`config.mk`:
```
export PLATFORM = sky130hd
export DESIGN_NAME = fifo_rd_packer_flat
export DESIGN_NICKNAME = d
export VERILOG_FILES = /design/src/rtl/fifo_pkg.sv /design/src/rtl/fifo_rd_packer_if.sv /design/src/rtl/fifo_flush_timer.sv /design/src/rtl/fifo_rd_packer.sv /design/src/flat_wrapper.sv
export SDC_FILE = /design/constraint.sdc
export NUM_CORES = 1
export LEC_CHECK = 0
export CORE_ASPECT_RATIO = 0.5
export CORE_MARGIN = 2
export CORE_UTILIZATION = 27
export CTS_CLUSTER_DIAMETER = 120
export DETAILED_ROUTE_END_ITERATION = 8
export GPL_TIMING_DRIVEN = 0
export HOLD_SLACK_MARGIN = 0.12
export PLACE_DENSITY_LB_ADDON = 0.05
export SLEW_MARGIN = 10
export SYNTH_ARGS = -nofsm -noshare
export SYNTH_HDL_FRONTEND = slang
export SYNTH_SLANG_ARGS = --single-unit
```
`constraint.sdc`:
```
create_clock -name rd_clk -period 1.7 [get_ports rd_clk]
set_input_delay 0.34 -clock rd_clk [delete_from_list [all_inputs] [get_ports rd_clk]]
set_output_delay 0.34 -clock rd_clk [all_outputs]
set_load 0.1 [all_outputs]
```
`src/rtl/fifo_pkg.sv`:
```
// Shared types and default parameters for the FIFO read packer.
package fifo_pkg;
  typedef enum logic {FILL = 1'b0, HOLD = 1'b1} state_e;

  localparam int DEF_WIDTH   = 8;
  localparam int DEF_BYTES   = 4;
  localparam int DEF_TIMEOUT = 16;
endpackage

```
`src/rtl/fifo_rd_packer_if.sv`:
```
// FIFO read side plus packed-word valid/ready side of the read packer.
interface fifo_rd_packer_if #(
  parameter int WIDTH = fifo_pkg::DEF_WIDTH,
  parameter int BYTES = fifo_pkg::DEF_BYTES
);
  logic                   empty;
  logic [WIDTH-1:0]       rdata;
  logic                   rd_error;
  logic                   rd_en;
  logic [WIDTH*BYTES-1:0] out_data;
  logic [BYTES-1:0]       out_keep;
  logic                   out_valid;
  logic                   out_ready;
  logic                   underflow;

  modport master (
    input  empty, rdata, rd_error, out_ready,
    output rd_en, out_data, out_keep, out_valid, underflow
  );

  modport slave (
    output empty, rdata, rd_error, out_ready,
    input  rd_en, out_data, out_keep, out_valid, underflow
  );
endinterface

```
`src/rtl/fifo_flush_timer.sv`:
```
// Idle counter that fires once TIMEOUT consecutive idle cycles have elapsed.
module fifo_flush_timer
  import fifo_pkg::*;
#(
  parameter int TIMEOUT = DEF_TIMEOUT
) (
  input  logic rd_clk,
  input  logic reset,
  input  logic clr_i,
  input  logic run_i,
  output logic expire_o
);
  localparam int TW = $clog2(TIMEOUT + 1);

  logic [TW-1:0] t_q, t_d;

  assign expire_o = run_i && (int'(t_q) == TIMEOUT - 1);

  // Non-idle cycles without a clear leave the count where it is.
  always_comb begin
    t_d = t_q;
    if (clr_i || expire_o) t_d = '0;
    else if (run_i)        t_d = t_q + TW'(1);
  end

  always_ff @(posedge rd_clk or posedge reset) begin
    if (reset) t_q <= '0;
    else       t_q <= t_d;
  end
endmodule

```
`src/rtl/fifo_rd_packer.sv`:
```
// Packs BYTES consecutive FIFO bytes into one word behind a valid/ready handshake.
// Define FIFO_RD_PACKER_FLUSH_EN to emit partial words after TIMEOUT idle cycles.
module fifo_rd_packer
  import fifo_pkg::*;
#(
  parameter int WIDTH   = DEF_WIDTH,
  parameter int BYTES   = DEF_BYTES,
  parameter int TIMEOUT = DEF_TIMEOUT
) (
  input logic              rd_clk,
  input logic              reset,
  fifo_rd_packer_if.master bus
);
  localparam int CW = $clog2(BYTES + 1);
  localparam int LW = $clog2(BYTES);

  if (BYTES < 2 || (BYTES & (BYTES - 1)) != 0 || TIMEOUT < 1) begin : g_bad_cfg
    $error("fifo_rd_packer: BYTES must be a power of two >= 2 and TIMEOUT >= 1");
  end

  state_e                       state_q, state_d;
  logic [CW-1:0]                cnt_q, cnt_d;
  logic                         pend_q;
  logic [BYTES-1:0][WIDTH-1:0]  data_q, data_d;
  logic [BYTES-1:0]             keep_q, keep_d;
  logic                         uf_q, uf_d;
  logic                         rd_en, capture, flush;

  // Gating by reset keeps a read from escaping while the block is held in reset.
  assign rd_en   = !reset && (state_q == FILL) && !bus.empty &&
                   (int'(cnt_q) + int'(pend_q) < BYTES);
  assign capture = (state_q == FILL) && pend_q && !bus.rd_error;

`ifdef FIFO_RD_PACKER_FLUSH_EN
  logic idle;
  assign idle = (state_q == FILL) && (cnt_q != '0) && !pend_q && bus.empty;

  fifo_flush_timer #(.TIMEOUT(TIMEOUT)) u_flush_timer (
    .rd_clk   (rd_clk),
    .reset    (reset),
    .clr_i    (capture || (state_q != FILL) || (cnt_q == '0)),
    .run_i    (idle),
    .expire_o (flush)
  );
`else
  assign flush = 1'b0;
`endif

  always_comb begin
    state_d = state_q;
    cnt_d   = cnt_q;
    data_d  = data_q;
    keep_d  = keep_q;
    uf_d    = uf_q || (pend_q && bus.rd_error);
    case (state_q)
      FILL: begin
        if (capture) begin
          data_d[cnt_q[LW-1:0]] = bus.rdata;
          cnt_d                 = cnt_q + CW'(1);
          if (int'(cnt_q) == BYTES - 1) begin
            state_d = HOLD;
            keep_d  = '1;
          end
        end else if (flush) begin
          state_d = HOLD;
          for (int i = 0; i < BYTES; i++) keep_d[i] = (i < int'(cnt_q));
        end
      end
      HOLD: begin
        if (bus.out_ready) begin
          state_d = FILL;
          cnt_d   = '0;
          data_d  = '0;
          keep_d  = '0;
        end
      end
      default: state_d = FILL;
    endcase
  end

  always_ff @(posedge rd_clk or posedge reset) begin
    if (reset) begin
      state_q <= FILL;
      cnt_q   <= '0;
      pend_q  <= 1'b0;
      data_q  <= '0;
      keep_q  <= '0;
      uf_q    <= 1'b0;
    end else begin
      state_q <= state_d;
      cnt_q   <= cnt_d;
      pend_q  <= rd_en;
      data_q  <= data_d;
      keep_q  <= keep_d;
      uf_q    <= uf_d;
    end
  end

  assign bus.rd_en     = rd_en;
  assign bus.out_data  = data_q;
  assign bus.out_keep  = keep_q;
  assign bus.out_valid = (state_q == HOLD);
  assign bus.underflow = uf_q;
endmodule
```
`src/flat_wrapper.sv`:
```
// flat-port wrapper written by rule: the top's interface ports become plain ports
module fifo_rd_packer_flat import fifo_pkg::*;
#(
  parameter int WIDTH   = DEF_WIDTH,
  parameter int BYTES   = DEF_BYTES,
  parameter int TIMEOUT = DEF_TIMEOUT
)
  (rd_clk, reset, bus_empty, bus_rdata, bus_rd_error, bus_out_ready, bus_rd_en, bus_out_data, bus_out_keep, bus_out_valid, bus_underflow);
  fifo_rd_packer_if #(.WIDTH(WIDTH), .BYTES(BYTES)) bus_i ();
  input logic rd_clk;
  input logic reset;
  input wire logic [$bits(bus_i.empty)-1:0] bus_empty;
  input wire logic [$bits(bus_i.rdata)-1:0] bus_rdata;
  input wire logic [$bits(bus_i.rd_error)-1:0] bus_rd_error;
  input wire logic [$bits(bus_i.out_ready)-1:0] bus_out_ready;
  output wire logic [$bits(bus_i.rd_en)-1:0] bus_rd_en;
  output wire logic [$bits(bus_i.out_data)-1:0] bus_out_data;
  output wire logic [$bits(bus_i.out_keep)-1:0] bus_out_keep;
  output wire logic [$bits(bus_i.out_valid)-1:0] bus_out_valid;
  output wire logic [$bits(bus_i.underflow)-1:0] bus_underflow;
  assign bus_i.empty = bus_empty;
  assign bus_i.rdata = bus_rdata;
  assign bus_i.rd_error = bus_rd_error;
  assign bus_i.out_ready = bus_out_ready;
  assign bus_rd_en = bus_i.rd_en;
  assign bus_out_data = bus_i.out_data;
  assign bus_out_keep = bus_i.out_keep;
  assign bus_out_valid = bus_i.out_valid;
  assign bus_underflow = bus_i.underflow;
  fifo_rd_packer #(.WIDTH(WIDTH), .BYTES(BYTES), .TIMEOUT(TIMEOUT)) u_core (.rd_clk(rd_clk), .reset(reset), .bus(bus_i));
endmodule
```
==> results.cfg <==
[outcome]
outcome = complete, but fails checks
violations = negative setup slack

[critical_path]
crit_slowest_cell = dfrtp_4
r2r_start = u_core.bus.out_valid
cp-start-kind = flip-flop
slowest_delay_ns = 0.47
r2r_cells = 6
crit_type = flip-flop to primary output
worst_setup_path_end_kind = primary output
crit_fanout = 2
r2r_slack_ns = 0.16
crit_arrival_ns = 1.68
required_ns = 1.36
rr_endpoint = u_core.bus.out_data[19]
cp_cell_sequence = buf_6 > or4_4 > a31oi_4 > buf_12
startpoint = u_core.bus.out_valid

[global_route]
grt_max_degree = 21
grt-ovfl-total = 0
grt_pass1_vias = 1419
antenna_found_initial = 0
grt_pass1_wl_um = 7220
grt_usage_pct = 14.2

[route]
met2_length_um = 1950
antenna_left = 0
viasPerCell = 4.30
wl_um = 4450
drc = 0
drt-initial-drc-count = 68
dr.max_layer_used = met4
wl_met1_um = 2260
wl_met3_um = 220
drtPass1Iterations = 4
vias = 1389
wl_per_cell_um = 13.8

[sta]
worst_pin_slew_ns = 0.963
finalHoldViolCount = 0
fmax_mhz = 494
relSlewSlack_pct = 36.0
rsz0062_at_grt = yes
worst_slack_ns = -0.325
finalClockSkew_ns = 0.00269
drv_slew = 0
finalSetupViolations = 2
post-route-period-util_pct = 119
min_period_ns = 2.02

[yosys]
yosysMostFrequentCell = nand2_1
seq_area_frac_synth_pct = 57.5
synth_flop_cell = dfrtp_1
synth_area_leaders = dfrtp_1, nand2_1, o21ai_0
ys_async_sr_fraction_pct = 100
yosysUniqueCellTypes = 18
synth_edf_count = 0
synth_top_area_share_pct = 57.5
netlist_area_mm2 = 0.00170
syn_avg_cell_area_um2 = 9.70
syn_inst = 175
yosysWarningCount = 0
yosys.area.top_type = dfrtp_1
syn-num-nets = 193
netlist_top_cells_count = nand2_1, dfrtp_1, o21ai_0
synth-seq-cells = 39

[final_layout]
finalInstanceArea_mm2 = 0.00257
fin_util_pct = 42.3
antenna_cells_inserted = 0
fin_nets = 253
drive_gt1_share_pct = 28.9
nFillCells = 640
area_delta_synth_final_pct = 51.8

[floorplan]
initial_core_util_pct = 27.9
core_mm2 = 0.00608
dieArea_mm2 = 0.00697
rows = 20
die_w_um = 116
ios = 52
dieHeight_um = 60.1

[placed_design]
portBuffers = 51
place_ws_ns = -1.23
place.gp.congestion = 0.742
post-dp-hpwl_um = 3260
placedInstanceArea_mm2 = 0.00237

[clocking]
clock-root-buffer = clkbuf_16
ctsHtreeMaxLevel = 2
clkLatencyLatePin_ns = 0.27
hold_buffers = 0
clk_path_buf_depth = 2
cts_tree = yes
cts_made_buffers = 5
clock_sinks = 39
path_clk_slew_ns = 0.05

[run]
maxCapViolations = 0

[min_path]
hp-class = primary input to async pin
[layer usage]
| metal | global-route usage (%) | vias up |
|---|---|---|
| met5 | 0 | - |
| met4 | 3.06 | 0 |
| met3 | 4.26 | 2 |
| met2 | 23.2 | 24 |
| met1 | 19.0 | 669 |
| li1 | - | 694 |
[placed cells by master, fill, tap and decap left out, types with 2 or more instances in the layout]
master	instances
buf_2	3
clkbuf_16	5
ha_1	5
buf_4	8
o21ai_1	3
and4bb_4	4
o21ai_0	30
clkdlybuf4s15_2	37
nand2_1	69
clkdlybuf4s50_1	12
dfrtp_1	37
a22o_1	2
inv_1	4
[worst max-delay path by stage]
stage / endpoint / slack, ns / depth (start not counted)
final: bus_rd_en / -0.32 / 4
after global routing: bus_rd_en / -0.37 / 4
after CTS: bus_rd_en / -0.34 / 4
after detailed placement: bus_rd_en / -1.23 / 4
after global placement: bus_rd_en / -1.23 / 4
after floorplan: bus_rd_en / -0.46 / 3
[registers in the layout (all words and copies together) (netlist names)]
name,count
u_core.cnt_q,3
u_core.pend_q,1
u_core.bus.out_data,32
u_core.bus.underflow,1
u_core.bus.out_valid,1
u_core.bus.out_keep,1
[cells by family after synthesis]
logic type	after synthesis	share of synthesized area, %
adder cells (fa/ha/maj)	5	3.69
AND/OR/NAND/NOR	77	20.8
flip-flops	39	57.5
multiplexers	1	0.664
buffers and inverters	16	5.75
AO/OA/AOI/OAI	37	11.6
[layout make-up]
| class | instances | area [um2] | area share, % |
|---|---|---|---|
| clock inverters | 1 | 5.00 | 0.194 |
| well taps | 88 | 110 | 4.28 |
| repair buffers | 53 | 601 | 23.3 |
| clock buffers | 6 | 139 | 5.39 |
| multi-input cells | 120 | 642 | 24.9 |
| inverters | 5 | 18.8 | 0.729 |
| flip-flops and latches | 39 | 981 | 38.1 |
| plain buffers | 11 | 78.8 | 3.06 |
[per-stage QoR]
stage	TNS [ns]	hold slack [ns]	instances
2_1_floorplan	-0.778	0.457	175
6_report	-0.501	0.446	323
5_1_grt	-0.583	0.492	323
3_5_place_dp	-6.35	0.460	315
4_1_cts	-0.526	0.460	323
3_3_place_gp	-26.65	0.449	314
[critical path: cells and delay by family (launching register included)]
family / cells / cell delay [ns]
simple gates: 1 / 0.42
compound gates: 1 / 0.20
flops: 1 / 0.47
buf+inv: 2 / 0.32
[timing repair]
action | in CTS | in global routing
pin swaps | 0 | 0
cloned | 0 | 0
resized for setup | 121 | 0
endpoints found under the hold margin | 0 | 0
setup endpoints to repair | 39 | 2
buffers inserted | 1 | 0
Power is left out: the tool's default activity adds up to more than one toggle a clock period on the data nets, which glitch-free logic cannot reach.
